==> src/rtl/mem_resp_pkg.sv <==
// Shared constants and helpers for the load-response router: the forced-completion
// data pattern, window decode with clamp, and tag width.
package mem_resp_pkg;

   localparam logic [31:0] DEAD_DATA = 32'hdeadbeef;

   function automatic int src_w(input int n);
      return (n <= 2) ? 1 : $clog2(n);
   endfunction

   // Window field 0 is data memory; any field past the last window maps to the last source.
   function automatic int src_idx(input logic [31:0] f, input int n);
      if (f == 32'd0)
         return 0;
      else if (f > 32'(n - 1))
         return n - 1;
      else
         return int'(f);
   endfunction

endpackage

==> src/rtl/mem_resp_tag_fifo.sv <==
// In-order FIFO of source tags for outstanding loads; pointers carry one extra wrap bit.
module mem_resp_tag_fifo #(
   parameter int DEPTH = 4,
   parameter int W     = 1
) (
   input  logic                         clk,
   input  logic                         rst,
   input  logic                         push,
   input  logic                         pop,
   input  logic [W-1:0]                 din,
   output logic [W-1:0]                 dout,
   output logic                         full,
   output logic                         empty,
   output logic [$clog2(DEPTH+1)-1:0]   count
);

   localparam int AW = $clog2(DEPTH);

   logic [AW:0]   wr_ptr, rd_ptr;
   logic [W-1:0]  mem [DEPTH];

   always_ff @(posedge clk) begin
      if (rst) begin
         wr_ptr <= '0;
         rd_ptr <= '0;
      end else begin
         if (push && !full)
            wr_ptr <= wr_ptr + (AW+1)'(1);
         if (pop && !empty)
            rd_ptr <= rd_ptr + (AW+1)'(1);
      end
   end

   always_ff @(posedge clk) begin
      if (push && !full)
         mem[wr_ptr[AW-1:0]] <= din;
   end

   assign empty = (wr_ptr == rd_ptr);
   assign full  = (wr_ptr[AW] != rd_ptr[AW]) && (wr_ptr[AW-1:0] == rd_ptr[AW-1:0]);
   assign count = wr_ptr - rd_ptr;
   assign dout  = mem[rd_ptr[AW-1:0]];

endmodule

==> src/rtl/mem_resp_router.sv <==
// In-order load-response router: data memory plus MMIO windows, per-source holding registers.
// Build option RESP_TIMEOUT_EN force-completes a head load left unanswered for TIMEOUT cycles.
module mem_resp_router
   import mem_resp_pkg::*;
#(
   parameter int DATA_W  = 32,
   parameter int ADDR_W  = 32,
   parameter int N_SRC   = 2,
   parameter int DEPTH   = 4,
   parameter int WIN_LSB = 8,
   parameter int WIN_MSB = 15,
   parameter int TIMEOUT = 64,
   localparam int SRC_W  = src_w(N_SRC),
   localparam int CW     = $clog2(DEPTH+1)
) (
   input  logic                      clk,
   input  logic                      rst,
   input  logic                      req_valid,
   output logic                      req_ready,
   input  logic [ADDR_W-1:0]         req_addr,
   input  logic [N_SRC-1:0]          src_rsp_valid,
   input  logic [N_SRC*DATA_W-1:0]   src_rsp_data,
   output logic                      rsp_valid,
   input  logic                      rsp_ready,
   output logic [DATA_W-1:0]         rsp_data,
   output logic [SRC_W-1:0]          rsp_src,
   output logic                      rsp_err,
   output logic                      err_spurious,
   output logic                      err_overflow,
   output logic [CW-1:0]             outstanding
);

   if (TIMEOUT < 2) begin : g_bad_timeout
      $error("TIMEOUT must be at least 2");
   end
   if (N_SRC < 2 || DEPTH < 2) begin : g_bad_size
      $error("N_SRC and DEPTH must be at least 2");
   end

   logic [WIN_MSB-WIN_LSB:0] field;
   logic [SRC_W-1:0]         req_src, t;
   logic                     full, empty, push, pop, forced;
   logic [N_SRC-1:0]         push_sel, pop_sel, hold_v;
   logic [CW-1:0]            pend [N_SRC];
   logic [DATA_W-1:0]        hold_d [N_SRC];
   logic                     unused_addr;

   assign field       = req_addr[WIN_MSB:WIN_LSB];
   assign req_src     = SRC_W'(src_idx(32'(field), N_SRC));
   assign unused_addr = ^req_addr;
   assign req_ready   = !full;
   assign push        = req_valid && !full;
   assign pop         = rsp_valid && rsp_ready;

   mem_resp_tag_fifo #(.DEPTH(DEPTH), .W(SRC_W)) u_tags (
      .clk   (clk),
      .rst   (rst),
      .push  (push),
      .pop   (pop),
      .din   (req_src),
      .dout  (t),
      .full  (full),
      .empty (empty),
      .count (outstanding)
   );

   always_comb begin
      push_sel = '0;
      pop_sel  = '0;
      for (int i = 0; i < N_SRC; i++) begin
         push_sel[i] = push && (req_src == SRC_W'(i));
         pop_sel[i]  = pop && (t == SRC_W'(i));
      end
   end

`ifdef RESP_TIMEOUT_EN
   localparam int                TW   = $clog2(TIMEOUT+1);
   localparam logic [DATA_W-1:0] DEAD = DATA_W'(DEAD_DATA);

   logic [TW-1:0] age;
   logic [CW-1:0] drop [N_SRC];

   // Head age restarts whenever the head leaves (pop) or the FIFO drains.
   always_ff @(posedge clk) begin
      if (rst || pop || empty)
         age <= '0;
      else if (age != TW'(TIMEOUT))
         age <= age + TW'(1);
   end

   assign forced    = !empty && !hold_v[t] && (age == TW'(TIMEOUT));
   assign rsp_valid = !empty && (hold_v[t] || forced);
   assign rsp_data  = !rsp_valid ? '0 : (hold_v[t] ? hold_d[t] : DEAD);
   assign rsp_err   = forced;
`else
   assign forced    = 1'b0;
   assign rsp_valid = !empty && hold_v[t];
   assign rsp_data  = rsp_valid ? hold_d[t] : '0;
   assign rsp_err   = 1'b0;
`endif

   assign rsp_src = rsp_valid ? t : '0;

   always_ff @(posedge clk) begin
      if (rst) begin
         hold_v       <= '0;
         err_spurious <= 1'b0;
         err_overflow <= 1'b0;
         for (int i = 0; i < N_SRC; i++) begin
            pend[i]   <= '0;
            hold_d[i] <= '0;
`ifdef RESP_TIMEOUT_EN
            drop[i]   <= '0;
`endif
         end
      end else begin
         for (int i = 0; i < N_SRC; i++) begin
            if (push_sel[i] && !pop_sel[i])
               pend[i] <= pend[i] + CW'(1);
            else if (pop_sel[i] && !push_sel[i])
               pend[i] <= pend[i] - CW'(1);
            if (pop_sel[i])
               hold_v[i] <= 1'b0;
            if (src_rsp_valid[i]) begin
`ifdef RESP_TIMEOUT_EN
               // Late answers to force-completed loads are swallowed; one landing on the
               // very cycle its load is forced out is consumed without booking a drop.
               if (drop[i] != '0) begin
                  if (!(forced && pop_sel[i]))
                     drop[i] <= drop[i] - CW'(1);
               end else if (forced && pop_sel[i]) begin
               end else
`endif
               if (pend[i] == '0)
                  err_spurious <= 1'b1;
               else if (hold_v[i] && !pop_sel[i])
                  err_overflow <= 1'b1;
               else begin
                  hold_d[i] <= src_rsp_data[i*DATA_W +: DATA_W];
                  hold_v[i] <= 1'b1;
               end
            end
`ifdef RESP_TIMEOUT_EN
            else if (forced && pop_sel[i])
               drop[i] <= drop[i] + CW'(1);
`endif
         end
      end
   end

endmodule

==> config.mk <==
export PLATFORM = sky130hd
export DESIGN_NAME = mem_resp_router
export DESIGN_NICKNAME = d
export VERILOG_FILES = /design/src/rtl/mem_resp_pkg.sv /design/src/rtl/mem_resp_tag_fifo.sv /design/src/rtl/mem_resp_router.sv
export SDC_FILE = /design/constraint.sdc
export NUM_CORES = 1
export LEC_CHECK = 0
export CAP_MARGIN = 20
export CORE_MARGIN = 3
export CORE_UTILIZATION = 30
export DETAILED_ROUTE_END_ITERATION = 8
export MAX_ROUTING_LAYER = met4
export PLACE_DENSITY = 0.58
export SYNTH_ARGS = -nofsm -noshare
export SYNTH_HDL_FRONTEND = slang
export SYNTH_HIERARCHICAL = 1
export SYNTH_SLANG_ARGS = --single-unit
==> constraint.sdc <==
create_clock -name clk -period 2.9 [get_ports clk]
set_input_delay 0.58 -clock clk [delete_from_list [all_inputs] [get_ports clk]]
set_output_delay 0.58 -clock clk [all_outputs]
set_load 0.1 [all_outputs]
==> flow_summary.yaml, run 1 <==
job:
  maxCapViolations: 0
layout:
  fillers: 1239
  final_common_cell: "clkdlybuf4s50_1"
  multi_input_area_um2: 1930
  drive_gt1_share_pct: 25.4
  layout_common_cells: "77 x clkdlybuf4s50_1, 74 x edfxtp_1, 68 x and2_1"
  final_cell_area_um2: 6730
  diodes: 0
  nets: 602
  areaGrowthSynthToFinish_pct: 54.2
  seq_area_um2: 2460
clocking:
  cts.sinks: 86
  cts_buffers: 9
  clk-insertion-delay-late_ns: 0.34
  cts-root-buf: "clkbuf_16"
  tritoncts: "built"
  cts-hold-fix-buffers: 0
  htreeDepth: 3
  cts_buffer_depth: 2
  clk_pin_slew_worst_paths_ns: 0.06
floorplanning:
  ios: 143
  dieArea_um2: 16000
  fp-row-count: 43
  start_util_pct: 31.1
  die_w_um: 127
  die_h_um: 127
  core_area_um2: 14000
sta:
  fin_crit_ns: 2.79
  skew_ns: 0.00888
  setup_viol: 0
  max_freq_ghz: 0.359
  tightest_slew_ns: 0.515
  fin_crit_sh_pct: 96.0
  drv_slew: 0
  slew_headroom_pct: 65.4
  rsz0062_at_grt: "false"
  final-hold-violation-count: 0
routing:
  drtPass1Iterations: 5
  drc: 0
  vias_per_cell: 4.66
  wl_per_cell_um: 16.1
  route.final.wire_length_um: 10800
  drtIter0Drc: 197
  dr_total_vias: 3134
  antenna_left: 0
global_routing:
  gr-total-overflow: 0
  antenna_found_initial: 0
  gr-usage-all-layers_pct: 14.1
  grt_pass1_vias: 3275
  grt_max_degree: 65
  grt_pass1_wl_um: 17300
worst_setup_path:
  path_max_fanout: 17
  cp_data_arrival_time_ns: 2.21
  crit_buf_inv: 2
  cp_top_family: "multiplexers"
  cp_slowest_stage_delay_ns: 0.52
  path_class: "flop to output pin"
  crit_chain: "mux4_2 -> mux2_2 -> nand2_4 -> buf_12 -> nor2_2 -> buf_12"
  cp-end-kind: "output pin"
  crit_path_start_kind: "flop"
  path_common_cell: "buf_12"
  slowest_stage: "mux4_2"
  required_ns: 2.32
logic_synthesis:
  synth_flop_cell: "edfxtp_1"
  syn_inst: 360
  avgSynthCellArea_um2: 12.1
  ys_types: 55
  synthTopCellsByArea: "edfxtp_1 51%, and2_1 9.7%, mux2i_1 7.3%"
  async_reset_ff_share_pct: 0
  synth_top_cell_by_area: "edfxtp_1"
  yosys_warnings: 6
  ys_seq_area_share_pct: 56.4
  syn_nets: 474
  synth_top_area_share_pct: 50.9
  synth_area_um2: 4370
  synth_seq_cells: 86
  synth_edf_count: 74
pwr:
  total_power_mw: 5.36
  p_int_mw: 3.25
  max-vdd-ir-drop_mv: 0.510
  power_frac_clock_pct: 22.8
  seq_power_share_pct: 31.6
  power.switching_fraction_pct: 39.4
  p_comb_share_pct: 45.6
  p_switching_mw: 2.12
  power_density_nw_per_um2: 797
  p_leak_nw: 2.66
run_status:
  status: "finished, final reports clean"
placement:
  gp_congestion: 0.786
  dp_hpwl_um: 7360
  placedInstanceArea_um2: 6330
  port_buffers: 117
hold_path:
  hold_class: "flop to flop"
==> Yosys cell counts (all sizes together), types with 3 or more instances <==
cell,number
inv,16
o21ai,3
xnor2,5
nand2,10
a31oi,4
buf,15
edfxtp,74
o32a,4
and2,69
nor2,38
a21oi,7
or3,6
ha,10
nand4b,5
nand2b,5
dfxtp,12
mux2i,32
clkbuf,4
o311ai,5
==> routing by layer <==
layer	up-vias	global-route usage, %	share of wire (%)
met5	-	-	0
met4	0	5.49	1.5
met3	10	2.61	3.2
met2	59	24.4	53
met1	1530	16.1	43
li1	1535	-	-
==> what timing repair did <==
| action | in CTS | in global routing |
|---|---|---|
| setup buffers | 0 | 2 |
| resized for setup | 4 | 6 |
| setup endpoints to repair | 33 | 34 |
| gates cloned | 1 | 1 |
| pin swaps | 0 | 1 |
==> path summary, 6_finish.rpt <==
path | from | to | slack (ns) | cells past startpoint
max reg2reg | u_tags/wr_ptr[0]$_SDFFE_PP0P_ | pend[0][2]$_SDFFCE_PN0P_ | 0.20 | 11
min reg2reg | err_overflow$_SDFF_PP0_ | err_overflow$_SDFF_PP0_ | 0.49 | 1
max | u_tags/mem[0]$_DFFE_PP_ | rsp_data[21] | 0.11 | 6
min | err_overflow$_SDFF_PP0_ | err_overflow$_SDFF_PP0_ | 0.49 | 1
==> state kept, by name (all words and copies together) (netlist names), named ones only <==
register and cells:
hold_v 2, hold_d 64, pend 6, err_overflow 1
u_tags/wr_ptr 3, u_tags/rd_ptr 3, u_tags/mem 4, err_spurious 1
==> area by class of cell <==
class | count | area share, %
Sequential cell | 86 | 36.6
Timing Repair Buffer | 136 | 25.9
Clock inverter | 5 | 1.23
Clock buffer | 10 | 3.40
Tap cell | 180 | 3.35
Multi-Input combinational cell | 239 | 28.7
Inverter | 16 | 0.892
==> per-stage QoR <==
step	utilization [%]	TNS (ns)	hold slack, ns	cells	setup WS, ns
after floorplan	-	-4.36	0.478	360	-0.300
after global placement	45.1	0	0.486	653	0.212
after detailed placement	45.1	0	0.479	653	0.107
after CTS	47.5	0	0.492	669	0.0238
after global routing	47.9	0	0.529	672	0.0315
final	47.9	0	0.490	672	0.115
==> power by group through the flow <==
stage | Combinational [mW] | Sequential (mW) | Clock, mW
after floorplan | 1.57 | 1.75 | 0
after global placement | 2.33 | 1.71 | 0
after detailed placement | 2.36 | 1.73 | 0
after CTS | 2.42 | 1.70 | 1.26
after global routing | 2.59 | 1.72 | 1.31
final | 2.44 | 1.70 | 1.22
==> kinds of logic after synthesis <==
family,after synthesis,synth area share (%)
simple gates,149,19.9
flops,86,56.4
compound gates,36,6.45
buf+inv,35,3.67
mux,34,8.11
fa+ha+maj,12,3.78
xor+xnor,7,1.58
other cells,1,0.0859
Note: power is estimated with default switching activity, not from simulation.
==> inputs of run 2 (changes only) <==
CAP_MARGIN = 15   (was 20)
==> results of run 2 <==
The final DEF is identical to that of run 1; final timing and power are the same.
==> inputs of run 3 (changes only) <==
CAP_MARGIN = default   (was 15)
GPL_ROUTABILITY_DRIVEN = 0   (was default)
==> results of run 3 <==
The final DEF is identical to that of run 1; final timing and power are the same.
